**src/rtl/gb_timer_pkg.sv**
```systemverilog
// gb_timer_pkg
// Shared types and constants for the Game Boy DIV/TIMA/TMA/TAC timer.
//   timer_addr_t  : CPU register select (FF04..FF07 -> 0..3)
//   timer_state_t : TIMA overflow/reload sequencer states
//   TAC_BIT_IDX   : TAC[1:0] -> system counter bit that clocks TIMA
//   TAC_READ_MASK : unused TAC bits read back as ones
package gb_timer_pkg;

  typedef enum logic [1:0] {
    DIV  = 2'd0,
    TIMA = 2'd1,
    TMA  = 2'd2,
    TAC  = 2'd3
  } timer_addr_t;

  typedef enum logic {
    COUNT  = 1'b0,
    RELOAD = 1'b1
  } timer_state_t;

  // 00 -> 4096 Hz, 01 -> 262144 Hz, 10 -> 65536 Hz, 11 -> 16384 Hz
  localparam int unsigned TAC_BIT_IDX [4] = '{9, 3, 5, 7};

  localparam logic [7:0] TAC_READ_MASK = 8'hF8;

endpackage

```
**src/rtl/gb_timer_if.sv**
```systemverilog
// gb_timer_if
// CPU-side bus of the timer plus the T-cycle strobe from the clock divider.
//   tick_in     : T-cycle enable strobe, one clk wide
//   wr_en_in    : register write strobe, one clk wide
//   addr_in     : register select 0=DIV 1=TIMA 2=TMA 3=TAC
//   wr_data_in  : write data
//   rd_data_out : combinational read of the register at addr_in
//   irq_out     : timer interrupt request, one clk pulse
// master = bus/CPU side, slave = timer side.
interface gb_timer_if;
  logic       tick_in;
  logic       wr_en_in;
  logic [1:0] addr_in;
  logic [7:0] wr_data_in;
  logic [7:0] rd_data_out;
  logic       irq_out;

  modport master (
    output tick_in, wr_en_in, addr_in, wr_data_in,
    input  rd_data_out, irq_out
  );

  modport slave (
    input  tick_in, wr_en_in, addr_in, wr_data_in,
    output rd_data_out, irq_out
  );
endinterface

```
**src/rtl/gb_timer_edge_sel.sv**
```systemverilog
// tima_edge_sel
// Picks the system counter bit selected by TAC, gates it with the TAC enable
// and produces a one-clk inc_pulse on each falling edge of that gated bit.
// Ports:
//   clk_in, rst_in : clock, asynchronous active-high reset
//   tac            : stored TAC[2:0]
//   sys_cnt        : free-running system counter
//   div_wr, tac_wr : DIV / TAC write strobes of this clk
//   inc_pulse      : TIMA increment request
// Build option GB_TIMER_GLITCH_EN: when defined, edges caused by DIV/TAC
// writes also increment TIMA (DMG behaviour); when undefined the edge history
// is cleared on those writes so only tick-driven edges count.
module tima_edge_sel #(
  parameter int SYS_CNT_WIDTH = 16
) (
  input  logic                     clk_in,
  input  logic                     rst_in,
  input  logic [2:0]               tac,
  input  logic [SYS_CNT_WIDTH-1:0] sys_cnt,
  input  logic                     div_wr,
  input  logic                     tac_wr,
  output logic                     inc_pulse
);
  import gb_timer_pkg::*;

  logic bit_sel;
  logic sel_p0;
  logic sel_nxt;
  logic sel_p1;

  always_comb begin
    case (tac[1:0])
      2'b00:   bit_sel = sys_cnt[TAC_BIT_IDX[0]];
      2'b01:   bit_sel = sys_cnt[TAC_BIT_IDX[1]];
      2'b10:   bit_sel = sys_cnt[TAC_BIT_IDX[2]];
      default: bit_sel = sys_cnt[TAC_BIT_IDX[3]];
    endcase
  end

  assign sel_p0 = tac[2] & bit_sel;

`ifdef GB_TIMER_GLITCH_EN
  logic unused_wr;
  assign unused_wr = div_wr ^ tac_wr;
  assign sel_nxt   = sel_p0;
`else
  // Forgetting the history on a write hides the write-induced edge.
  assign sel_nxt = (div_wr | tac_wr) ? 1'b0 : sel_p0;
`endif

  // stage p0 -> p1: edge history
  always_ff @(posedge clk_in or posedge rst_in) begin
    if (rst_in) sel_p1 <= 1'b0;
    else        sel_p1 <= sel_nxt;
  end

  assign inc_pulse = sel_p1 & ~sel_p0;

endmodule

```
**src/rtl/gb_timer.sv**
```systemverilog
// gb_timer
// Game Boy DIV/TIMA/TMA/TAC timer. Counts T-cycle strobes in a system
// counter (DIV = upper 8 bits), increments TIMA on falling edges of the
// TAC-selected counter bit and, after TIMA overflows, waits RELOAD_DELAY
// ticks before reloading TIMA from TMA and pulsing irq_out.
// Ports:
//   clk_in : system clock
//   rst_in : asynchronous active-high reset
//   bus    : gb_timer_if.slave (tick, register write/read, irq)
// Build option GB_TIMER_GLITCH_EN: see tima_edge_sel.
module gb_timer #(
  parameter int SYS_CNT_WIDTH = 16,
  parameter int RELOAD_DELAY  = 4
) (
  input  logic        clk_in,
  input  logic        rst_in,
  gb_timer_if.slave   bus
);
  import gb_timer_pkg::*;

  localparam int WAIT_W = (RELOAD_DELAY > 1) ? $clog2(RELOAD_DELAY) : 1;
  localparam logic [WAIT_W-1:0] WAIT_LAST = WAIT_W'(RELOAD_DELAY - 1);

  timer_addr_t                addr;
  logic                       div_wr, tima_wr, tma_wr, tac_wr;
  logic [SYS_CNT_WIDTH-1:0]   sys_cnt;
  logic [7:0]                 tima, tima_nxt;
  logic [7:0]                 tma, tma_eff;
  logic [2:0]                 tac;
  logic [WAIT_W-1:0]          wait_cnt, wait_nxt;
  timer_state_t               state, state_nxt;
  logic                       inc_pulse;
  logic                       irq;

  assign addr    = timer_addr_t'(bus.addr_in);
  assign div_wr  = bus.wr_en_in && (addr == DIV);
  assign tima_wr = bus.wr_en_in && (addr == TIMA);
  assign tma_wr  = bus.wr_en_in && (addr == TMA);
  assign tac_wr  = bus.wr_en_in && (addr == TAC);

  // A reload on the same clk as a TMA write picks up the new value.
  assign tma_eff = tma_wr ? bus.wr_data_in : tma;

  // stage p0: system counter and plain registers
  always_ff @(posedge clk_in or posedge rst_in) begin
    if (rst_in) begin
      sys_cnt <= '0;
      tma     <= 8'h00;
      tac     <= 3'b000;
    end else begin
      if (div_wr)           sys_cnt <= '0;
      else if (bus.tick_in) sys_cnt <= sys_cnt + SYS_CNT_WIDTH'(1);
      if (tma_wr) tma <= bus.wr_data_in;
      if (tac_wr) tac <= bus.wr_data_in[2:0];
    end
  end

  tima_edge_sel #(
    .SYS_CNT_WIDTH(SYS_CNT_WIDTH)
  ) u_edge_sel (
    .clk_in    (clk_in),
    .rst_in    (rst_in),
    .tac       (tac),
    .sys_cnt   (sys_cnt),
    .div_wr    (div_wr),
    .tac_wr    (tac_wr),
    .inc_pulse (inc_pulse)
  );

  always_comb begin
    state_nxt = state;
    tima_nxt  = tima;
    wait_nxt  = wait_cnt;
    irq       = 1'b0;
    case (state)
      COUNT: begin
        // A CPU write to TIMA beats a same-clk increment.
        if (tima_wr) begin
          tima_nxt = bus.wr_data_in;
        end else if (inc_pulse) begin
          if (tima == 8'hFF) begin
            tima_nxt  = 8'h00;
            wait_nxt  = '0;
            state_nxt = RELOAD;
          end else begin
            tima_nxt = tima + 8'd1;
          end
        end
      end
      RELOAD: begin
        // TIMA holds 0x00 here; increments are dropped.
        if (tima_wr) begin
          tima_nxt  = bus.wr_data_in;
          state_nxt = COUNT;
        end else if (bus.tick_in) begin
          if (wait_cnt == WAIT_LAST) begin
            tima_nxt  = tma_eff;
            irq       = 1'b1;
            state_nxt = COUNT;
          end else begin
            wait_nxt = wait_cnt + WAIT_W'(1);
          end
        end
      end
      default: state_nxt = COUNT;
    endcase
  end

  // stage p0 -> p1: sequencer state
  always_ff @(posedge clk_in or posedge rst_in) begin
    if (rst_in) begin
      state    <= COUNT;
      tima     <= 8'h00;
      wait_cnt <= '0;
    end else begin
      state    <= state_nxt;
      tima     <= tima_nxt;
      wait_cnt <= wait_nxt;
    end
  end

  assign bus.irq_out = irq;

  always_comb begin
    bus.rd_data_out = 8'h00;
    case (addr)
      DIV:     bus.rd_data_out = sys_cnt[SYS_CNT_WIDTH-1 -: 8];
      TIMA:    bus.rd_data_out = tima;
      TMA:     bus.rd_data_out = tma;
      TAC:     bus.rd_data_out = TAC_READ_MASK | {5'b00000, tac};
      default: bus.rd_data_out = 8'h00;
    endcase
  end

endmodule

```
**src/flat_wrapper.sv**
```systemverilog
// flat-port wrapper written by rule: the top's interface ports become plain ports
module gb_timer_flat import gb_timer_pkg::*;
#(
  parameter int SYS_CNT_WIDTH = 16,
  parameter int RELOAD_DELAY  = 4
)
  (clk_in, rst_in, bus_tick_in, bus_wr_en_in, bus_addr_in, bus_wr_data_in, bus_rd_data_out, bus_irq_out);
  gb_timer_if bus_i ();
  input  logic clk_in;
  input  logic rst_in;
  input wire logic [$bits(bus_i.tick_in)-1:0] bus_tick_in;
  input wire logic [$bits(bus_i.wr_en_in)-1:0] bus_wr_en_in;
  input wire logic [$bits(bus_i.addr_in)-1:0] bus_addr_in;
  input wire logic [$bits(bus_i.wr_data_in)-1:0] bus_wr_data_in;
  output wire logic [$bits(bus_i.rd_data_out)-1:0] bus_rd_data_out;
  output wire logic [$bits(bus_i.irq_out)-1:0] bus_irq_out;
  assign bus_i.tick_in = bus_tick_in;
  assign bus_i.wr_en_in = bus_wr_en_in;
  assign bus_i.addr_in = bus_addr_in;
  assign bus_i.wr_data_in = bus_wr_data_in;
  assign bus_rd_data_out = bus_i.rd_data_out;
  assign bus_irq_out = bus_i.irq_out;
  gb_timer #(.SYS_CNT_WIDTH(SYS_CNT_WIDTH), .RELOAD_DELAY(RELOAD_DELAY)) u_core (.clk_in(clk_in), .rst_in(rst_in), .bus(bus_i));
endmodule
```
**config.mk**
```make
export PLATFORM = sky130hd
export DESIGN_NAME = gb_timer_flat
export DESIGN_NICKNAME = d
export VERILOG_FILES = /design/src/rtl/gb_timer_pkg.sv /design/src/rtl/gb_timer_if.sv /design/src/rtl/gb_timer_edge_sel.sv /design/src/rtl/gb_timer.sv /design/src/flat_wrapper.sv
export SDC_FILE = /design/constraint.sdc
export NUM_CORES = 1
export LEC_CHECK = 0
export CORE_ASPECT_RATIO = 2
export CORE_MARGIN = 2
export CORE_UTILIZATION = 45
export CTS_BUF_LIST = sky130_fd_sc_hd__clkbuf_8
export DETAILED_ROUTE_END_ITERATION = 7
export GPL_TIMING_DRIVEN = 0
export PLACE_DENSITY = 0.65
export SETUP_SLACK_MARGIN = 0.2
export SLEW_MARGIN = 10
export SYNTH_ARGS = -nofsm -noshare
export SYNTH_HDL_FRONTEND = slang
export SYNTH_SLANG_ARGS = --single-unit
```
**constraint.sdc**
```tcl
create_clock -name clk_in -period 4.85 [get_ports clk_in]
set_input_delay 0.7275 -clock clk_in [delete_from_list [all_inputs] [get_ports clk_in]]
set_output_delay 0.7275 -clock clk_in [all_outputs]
set_load 0.01 [all_outputs]
```
After elaboration in Yosys (flattened, before gate mapping):

Cells that the tools add are included.
W data, S select, Z words.

* input port bits: 14
* output and inout bits: 9
* logic and storage cells: 71
* flip-flop bits (word level): 39

* reductions and logical operators: 9
* bitwise operators: 5
* muxes and demuxes: 31
* eq/ne operators: 16
* add/sub/neg operators: 3

Operators by type and width (number)
* $mux W8: 7
* $mux W16: 2
* $pmux W8 S4: 1
* $add A16 B1 Y16 const B: 1
* $pmux W8 S2: 1
* $mux W2: 6
* $mux W1: 11
* $add A8 B1 Y8 const B: 1
* $eq A2 B2 Y1 const B: 4
* $eq A8 B8 Y1 const B: 1
* $ne A2 B2 Y1 const B: 4
* $ne A3 B2 Y1 const B: 2
* $reduce_and A6 Y1: 1
* $eq A2 B1 Y1 const B: 2
* $logic_and A1 B1 Y1: 4
* $logic_not A2 Y1: 2
* $ne A2 B1 Y1 const B: 2
* $pmux W2 S2: 1
* $ne A3 B1 Y1 const B: 1
* $pmux W1 S3: 1
* $reduce_and A3 Y1: 1
* $add A2 B1 Y2 const B: 1
* $and A1 B1 Y1: 2
* $not A1 Y1: 2
* other kinds (3): 3

Longest topological paths before layout:

Gate-level depths: netlist of the first run.

* word-level depth: 8
* gate-level depth with buffers: 8
* mapped depth without buffers: 6

Hierarchy:

From an unflattened synthesis of the first run, not the netlist that was laid out.

* cell total of the unflattened synthesis: 252
* area, all modules: 2406.1 um^2

By module, submodules not included
* gb_timer: times used 1, seq. area each 950.9 um^2, cells each 242, area an instance 2321.0 um^2
* tima_edge_sel: times used 1, seq. area each 25.0 um^2, cells each 10, area an instance 85.1 um^2

Least setup slack after synthesis of the first run:

OpenSTA, ideal clock, no wires.

* path type: input port to output port
* start point: input port bus_addr_in[0]
* end point: output port bus_rd_data_out[4]
* cell stages on the path: 4
* buffers on the path: 2
* data required time: 4.123 ns
* path slack: 2.487 ns
* arrival: 1.636 ns
* path through: buf_2 buf_2 mux2_2 o22a_1

* cells in the longest elaborated chain, start to end: 2
* elaborated cells between the ends (all ways): 5
* classes of those cells: eq/ne: 3; mux: 1; reduce/logical: 1

RTL lines
* from (decl): line flat_wrapper.sv:13 `input wire logic [$bits(bus_i.addr_in)-1:0] bus_addr_in;`
* $eq A2 B2 Y1 (tied with other cells): line gb_timer.sv:126 `case (addr)`
* $pmux W8 S4 *: line gb_timer.sv:126
* to (decl): line flat_wrapper.sv:15 `output wire logic [$bits(bus_i.rd_data_out)-1:0] bus_rd_data_out;`

Mark *: on every way between the ends. The rest lies on a longest branch, timed or not.

Final worst setup path of the first run:

Ends and elaborated chain as after synthesis.

==> results of run 1 <==
layout by cell type, fill, tap and decap left out, types with 4 or more instances in the layout:
cell type,netlist,routed
or3_1,5,5
clkdlybuf4s50_1,0,20
o22a_1,6,6
inv_1,7,7
a22o_1,8,8
nor2_1,20,20
nand2b_1,4,4
xnor2_1,5,5
clkbuf_8,0,7
nand4_1,5,5
o21ai_0,12,12
nand2_1,16,16
and3_1,5,5
nor3_1,7,7
dfrtp_1,39,39
mux2_2,14,14
nand3_1,14,14
a21oi_1,16,16
clkbuf_1,6,6
xor2_1,6,6
worst paths after layout:
kind,start,end,slack (ns),depth (start not counted)
min reg2reg,u_core.tma[2]$_DFF_PP0_,u_core.tma[2]$_DFF_PP0_,0.54,1
max,bus_addr_in[0],bus_rd_data_out[4],1.24,6
min in group asynchronous,rst_in,u_core.tma[2]$_DFF_PP0_,0.73,2
min,u_core.tma[2]$_DFF_PP0_,u_core.tma[2]$_DFF_PP0_,0.54,1
max in group asynchronous,rst_in,u_core.tima[5]$_DFFE_PP0P_,3.65,3
max reg2reg,u_core.tima[0]$_DFFE_PP0P_,u_core.wait_cnt[0]$_DFFE_PP0P_,2.75,6
where the power goes:
group | internal, mW | total, mW | switching [mW] | leakage (nW)
Combinational | 0.155 | 0.279 | 0.124 | 0.595
Clock | 0.128 | 0.242 | 0.114 | 0.0557
Sequential | 0.392 | 0.489 | 0.0970 | 0.490
layer usage:
layer,vias up,share of wire
met4,0,0.015
met3,6,0.033
met1,996,0.37
li1,953,-
met5,-,0
met2,45,0.58
kinds of logic (layout without fill, tap and decap cells):
logic type	Yosys count	after routing	synth area share
flops	39	39	0.4153
buf+inv	19	48	0.03994
simple gates	88	88	0.1949
fa+ha+maj	3	3	0.01598
xor+xnor	11	11	0.04100
compound gates	62	62	0.1842
mux	20	20	0.1086
worst register-to-register path, stage by stage (launching register included):
cell	delay [ns]
dfrtp_1	0.49
ha_1	0.28
nand3_1	0.13
nor3_1	0.58
nand3_1	0.23
o211ai_1	0.20
nand2_1	0.07
sequential cells by signal, indices dropped and copies added, names as in the netlist:
name,cells
u_core.tac,3
u_core.sys_cnt,16
u_core.tma,8
u_core.wait_cnt,2
u_core.tima,8
u_core.u_edge_sel.sel_p1,1
u_core.state,1
through the flow:
step	util	instance area [um^2]
finish	0.5386	2743
global route	0.5386	2743
global placement	0.5150	2623
floorplan	-	2350
detailed placement	0.5189	2643
CTS	0.5386	2743
cell usage after synthesis (all sizes together), types with 4 or more instances:
master	number	area (um^2)
nand2	16	60.06
nand2b	4	25.02
inv	7	26.28
and3	5	31.28
a22o	8	70.07
xor2	6	52.55
o22a	6	52.55
dfrtp	39	975.9
nand3	14	70.07
nand4	5	31.28
nor3	7	35.03
mux2	14	157.7
o21ai	13	65.06
or3	5	31.28
xnor2	5	43.79
clkbuf	7	27.52
a21oi	16	80.08
buf	5	40.04
nor2	20	75.07
cell type report:
cell class,count,area [um^2],area share
clock inverters,1,3.754,0.001369
flip-flops and latches,39,975.9,0.3558
multi-input cells,184,1280,0.4667
clock buffers,7,96.34,0.03513
repair buffers,21,220.2,0.08029
well taps,58,72.57,0.02646
plain buffers,12,67.56,0.02464
inverters,7,26.28,0.009580
==> impl_metrics.csv, run 1 <==
group,metric,value,unit
clock_tree,post_cts_buffers,0,
power,leakage,1.140,nW
setup_path,arrival,2.88,ns
global_routing,grt_pass1_vias,1950,
global_routing,grt_max_degree,24,
global_routing,grt_pass1_wl,9418,um
synthesis,synth-edff-count,0,
synthesis,synth_warnings,0,
synthesis,synthCells,242,
route,ant_nets,0,
power,power_density,368.2,nW/um^2
floorplanning,floorplan.initialDensity,0.4614,
timing,tns,0,ns
synthesis,yosysSeqAreaShare,0.4153,
timing,rsz0062_at_grt,"no",
setup_path,path_buf_inv,4,
route,drc,0,
finish,fillers,485,
floorplanning,die_h,106.2,um
clock_tree,cts_tree,"yes",
setup_path,cp_top_family,"buffers and inverters",
timing,skew,0.004822,ns
setup_path,worstPathMaxFanout,10,
synthesis,yosys_register_bits,39,
setup_path,start_kind,"primary input",
floorplanning,fp.coreArea,5092,um^2
global_routing,gr-usage-all-layers,0.2205,
power,total_power,1.010,mW
placement,gp_congestion,0.7870,
timing,tightest_slew,0.6502,ns
timing,hold_slack,0.5447,ns
clock_tree,clk_pin_slew,0.08,ns
finish,antenna_cells,0,
floorplanning,rows,37,
status,status,"finished, final reports clean",
global_routing,top_usage_layer,"met2",
finish,finalNetCount,287,
finish,area_growth,16.72,%
timing,max-slew-margin-rel,0.5632,
setup_path,critPathKind,"primary input to output port",
global_routing,antenna_found_initial,0,
setup_path,required,4.12,ns
clock_tree,cts_sinks,39,
placement,dp_slack,1.228,ns
placement,port_buffers,20,
clock_tree,cts_max_path_buffers,2,
synthesis,synth_fp_nets,259,
synthesis,async_reset_ff_frac,1.000,
global_routing,gr-total-overflow,0,
timing,period_share,0.7444,
clock_tree,htreeDepth,2,
finish,drive_gt1_frac,0.1328,
power,ir_drop,0.0002014,V
floorplanning,dieArea,5851,um^2
timing,post-route-min-period,3.611,ns
global_routing,use_met1,0.2449,
synthesis,synth_area,2350,um^2
clock_tree,ctsResizeCount,0,
synthesis,ys_types,47,
route,viasPerCell,6.079,
global_routing,met3_usage,0.02949,
clock_tree,insertion_delay,0.29,ns
min_path,hp-class,"flip-flop to flip-flop",
route,first_iter_violations,66,
placement,placed_cells,321,
clock_tree,numCtsBuffers,5,
setup_path,crit_chain,"clkdlybuf4s50_1 -> buf_2 -> buf_2 -> mux2_2 -> o22a_1 -> clkdlybuf4s50_1",
synthesis,ys.flop_type,"dfrtp_1",
timing,fmax,277.0,MHz
run,cap_viol_max_count,0,
synthesis,synth_area_per_cell,9.710,um^2
global_routing,met2_usage,0.3971,
route,vias,2000,
finish,final_cell_count_no_fill,329,
floorplanning,die_w,55.10,um
floorplanning,ios,23,
clock_tree,cts_hold_buffers,0,
route,wl_per_cell,17.65,um
timing,hold_viol_final,0,
clock_tree,clockRootBuffer,"clkbuf_8",
setup_path,cpMaxStageDelayCell,"clkdlybuf4s50_1",
timing,setup_ws,1.239,ns
placement,dp_hpwl,4481,um
setup_path,endpoint_kind,"output port",
route,routed_wl,5808,um
timing,drv_slew,0,
timing,setup_viol,0,
route,drtPass1Iterations,4,
setup_path,cp_slowest_stage_delay,0.61,ns
Power figures use the tool's default switching activity.
==> run 2: changes to the inputs <==
PLACE_DENSITY = 0.68   (was 0.65)
clock period = 2.9 ns   (was 4.85 ns; I/O delays follow)
==> run 2 against run 1 <==
Against the previous run: die area is the same; setup slack lost 0.97 ns; sequential share of layout area grew 0.098 points; first-iteration DRC count shrank 6.1%; register-to-register slack lost 1.9 ns; design area shrank 0.27%; core utilization shrank 0.15 points; largest cell class unchanged.
==> impl_metrics.csv, run 2 (synthesized netlist as in run 1, its figures left out) <==
group,metric,value,unit
global_routing,antenna_found_initial,0,
min_path,hp-class,"primary input to flip-flop",
placement,port_buffers,20,
clock_tree,numCtsBuffers,5,
finish,area_growth,16.40,%
placement,placed_area,2643,um^2
finish,final_area,2735,um^2
clock_tree,insertion_delay,0.29,ns
power,leakage,1.147,nW
finish,drive_gt1_frac,0.1402,
finish,top_regs,"u_core.sys_cnt: 16 flops, u_core.tima: 8 flops, u_core.tma: 8 flops",
status,status,"finished, final reports clean",
floorplanning,ios,23,
timing,setup_viol,0,
floorplanning,die_w,55.10,um
route,first_iter_violations,62,
floorplanning,die_h,106.2,um
finish,fillers,497,
clock_tree,cts_tree,"yes",
placement,dp_hpwl,4466,um
setup_path,r2r-start,"u_core.tima[0]$_DFFE_PP0P_",
clock_tree,cts_hold_buffers,0,
clock_tree,cts_max_path_buffers,2,
timing,tightest_slew,0.6062,ns
timing,post-route-min-period,2.631,ns
timing,rsz0062_at_grt,"no",
run,cap_viol_max_count,0,
clock_tree,clockRootBuffer,"clkbuf_8",
clock_tree,clk_pin_slew,0.08,ns
route,ant_nets,0,
setup_path,required,2.47,ns
timing,skew,0.007580,ns
finish,layout_common_cells,"dfrtp_1 (39), nor2_1 (20), clkdlybuf4s50_1 (19)",
clock_tree,htreeDepth,2,
finish,post-route-util,0.5371,
setup_path,endpoint_kind,"output port",
power,pwr-share-clk,0.214,
setup_path,arrival,2.20,ns
placement,gp_congestion,0.8090,
global_routing,grt_max_degree,24,
finish,largest_register,"u_core.sys_cnt",
global_routing,grt_pass1_vias,1894,
timing,tns,0,ns
power,pwr-share-seq,0.499,
timing,fmax,380.1,MHz
floorplanning,dieArea,5851,um^2
finish,largest_reg_flops,16,
power,power_density,597.4,nW/um^2
setup_path,worstPathMaxFanout,10,
timing,period_share,0.9071,
global_routing,gr-total-overflow,0,
route,drc,0,
setup_path,crit_path_start,"bus_addr_in[1]",
timing,max-slew-margin-rel,0.5928,
floorplanning,fp.coreArea,5092,um^2
clock_tree,cts_sinks,39,
min_path,hold_start,"bus_wr_en_in",
setup_path,critPathKind,"primary input to output port",
route,viasPerCell,6.070,
finish,finalNetCount,287,
timing,hold_viol_final,0,
clock_tree,post_cts_buffers,0,
setup_path,start_kind,"primary input",
finish,final_common_cell,"dfrtp_1",
timing,drv_slew,0,
global_routing,grt_pass1_wl,9342,um
power,swShare,0.3411,
floorplanning,rows,37,
power,p_int,1.077,mW
power,combPwrFrac,0.287,
route,wl_per_cell,17.67,um
power,switchingPower,0.5574,mW
floorplanning,floorplan.initialDensity,0.4614,
route,routed_wl,5814,um
route,drtPass1Iterations,4,
power,ir_drop,0.0004367,V
route,vias,1997,
global_routing,gr-usage-all-layers,0.2207,
finish,antenna_cells,0,
## run 2: cell types whose count changed in the layout (fill, tap and decap cells not counted), moves of 2 or more
cell,delta
buf_4,+2
clkbuf_8,-2
clkbuf_2,+2
buf_2,-2
clkbuf_1,-3
## run 2: power by group through the flow
stage	clock, mW	sequential [mW]	combinational, mW
floorplan	0	0.765	0.337
global placement	0	0.819	0.455
detailed placement	0	0.821	0.469
CTS	0.362	0.810	0.473
global route	0.385	0.833	0.517
finish	0.349	0.816	0.469
## run 2: final cells by class
| type | count | area [um^2] | area share |
|---|---|---|---|
| sequential | 39 | 975.9 | 0.3568 |
| buffer | 12 | 78.83 | 0.02882 |
| timing repair buffer | 21 | 220.2 | 0.08051 |
| tap | 58 | 72.57 | 0.02653 |
| clock buffer | 5 | 68.82 | 0.02516 |
| multi-input combinational | 184 | 1280 | 0.4680 |
| clock inverter | 3 | 12.51 | 0.004575 |
| inverter | 7 | 26.28 | 0.009607 |
## run 2: what timing repair did
action,CTS,global route
cloned,0,0
pin swaps,0,0
endpoints found under the setup margin,9,5
resized for setup,5,5
hold endpoints to repair,0,0
## run 2: path summary, 6_finish.rpt
check,endpoint,slack (ns),cells past startpoint
worst max-delay path,bus_rd_data_out[1],0.27,5
worst min-delay path,u_core.u_edge_sel.sel_p1$_DFF_PP0_,0.37,2
worst max register to register,u_core.wait_cnt[0]$_DFFE_PP0P_,0.82,6
worst min register to register,u_core.sys_cnt[15]$_DFFE_PP0P_,0.54,2
max in group asynchronous,u_core.sys_cnt[15]$_DFFE_PP0P_,1.99,3
min in group asynchronous,u_core.tima[1]$_DFFE_PP0P_,0.44,2
## run 2: per-layer routing
layer / track usage / share of wire
met5: 0 / 0
met1: 0.2486 / 0.38
met2: 0.3929 / 0.57
met3: 0.03511 / 0.032
met4: 0.08014 / 0.020
## run 2: worst max-delay path, cell delays in order
cell and delay [ns]:
clkdlybuf4s50_1 0.51, buf_4 0.20, clkbuf_4 0.23, mux4_2 0.32
clkdlybuf4s50_1 0.49
## run 2: through the flow
stage	setup WS (ns)	total power [mW]	hold WS [ns]	instances
after CTS	0.2155	1.645	0.3626	329
after global placement	-0.1372	1.273	0.5165	320
final	0.2693	1.634	0.3666	329
after detailed placement	-0.1405	1.291	0.5317	321
after floorplan	1.122	1.102	0.4951	242
after global routing	0.2161	1.736	0.3835	329
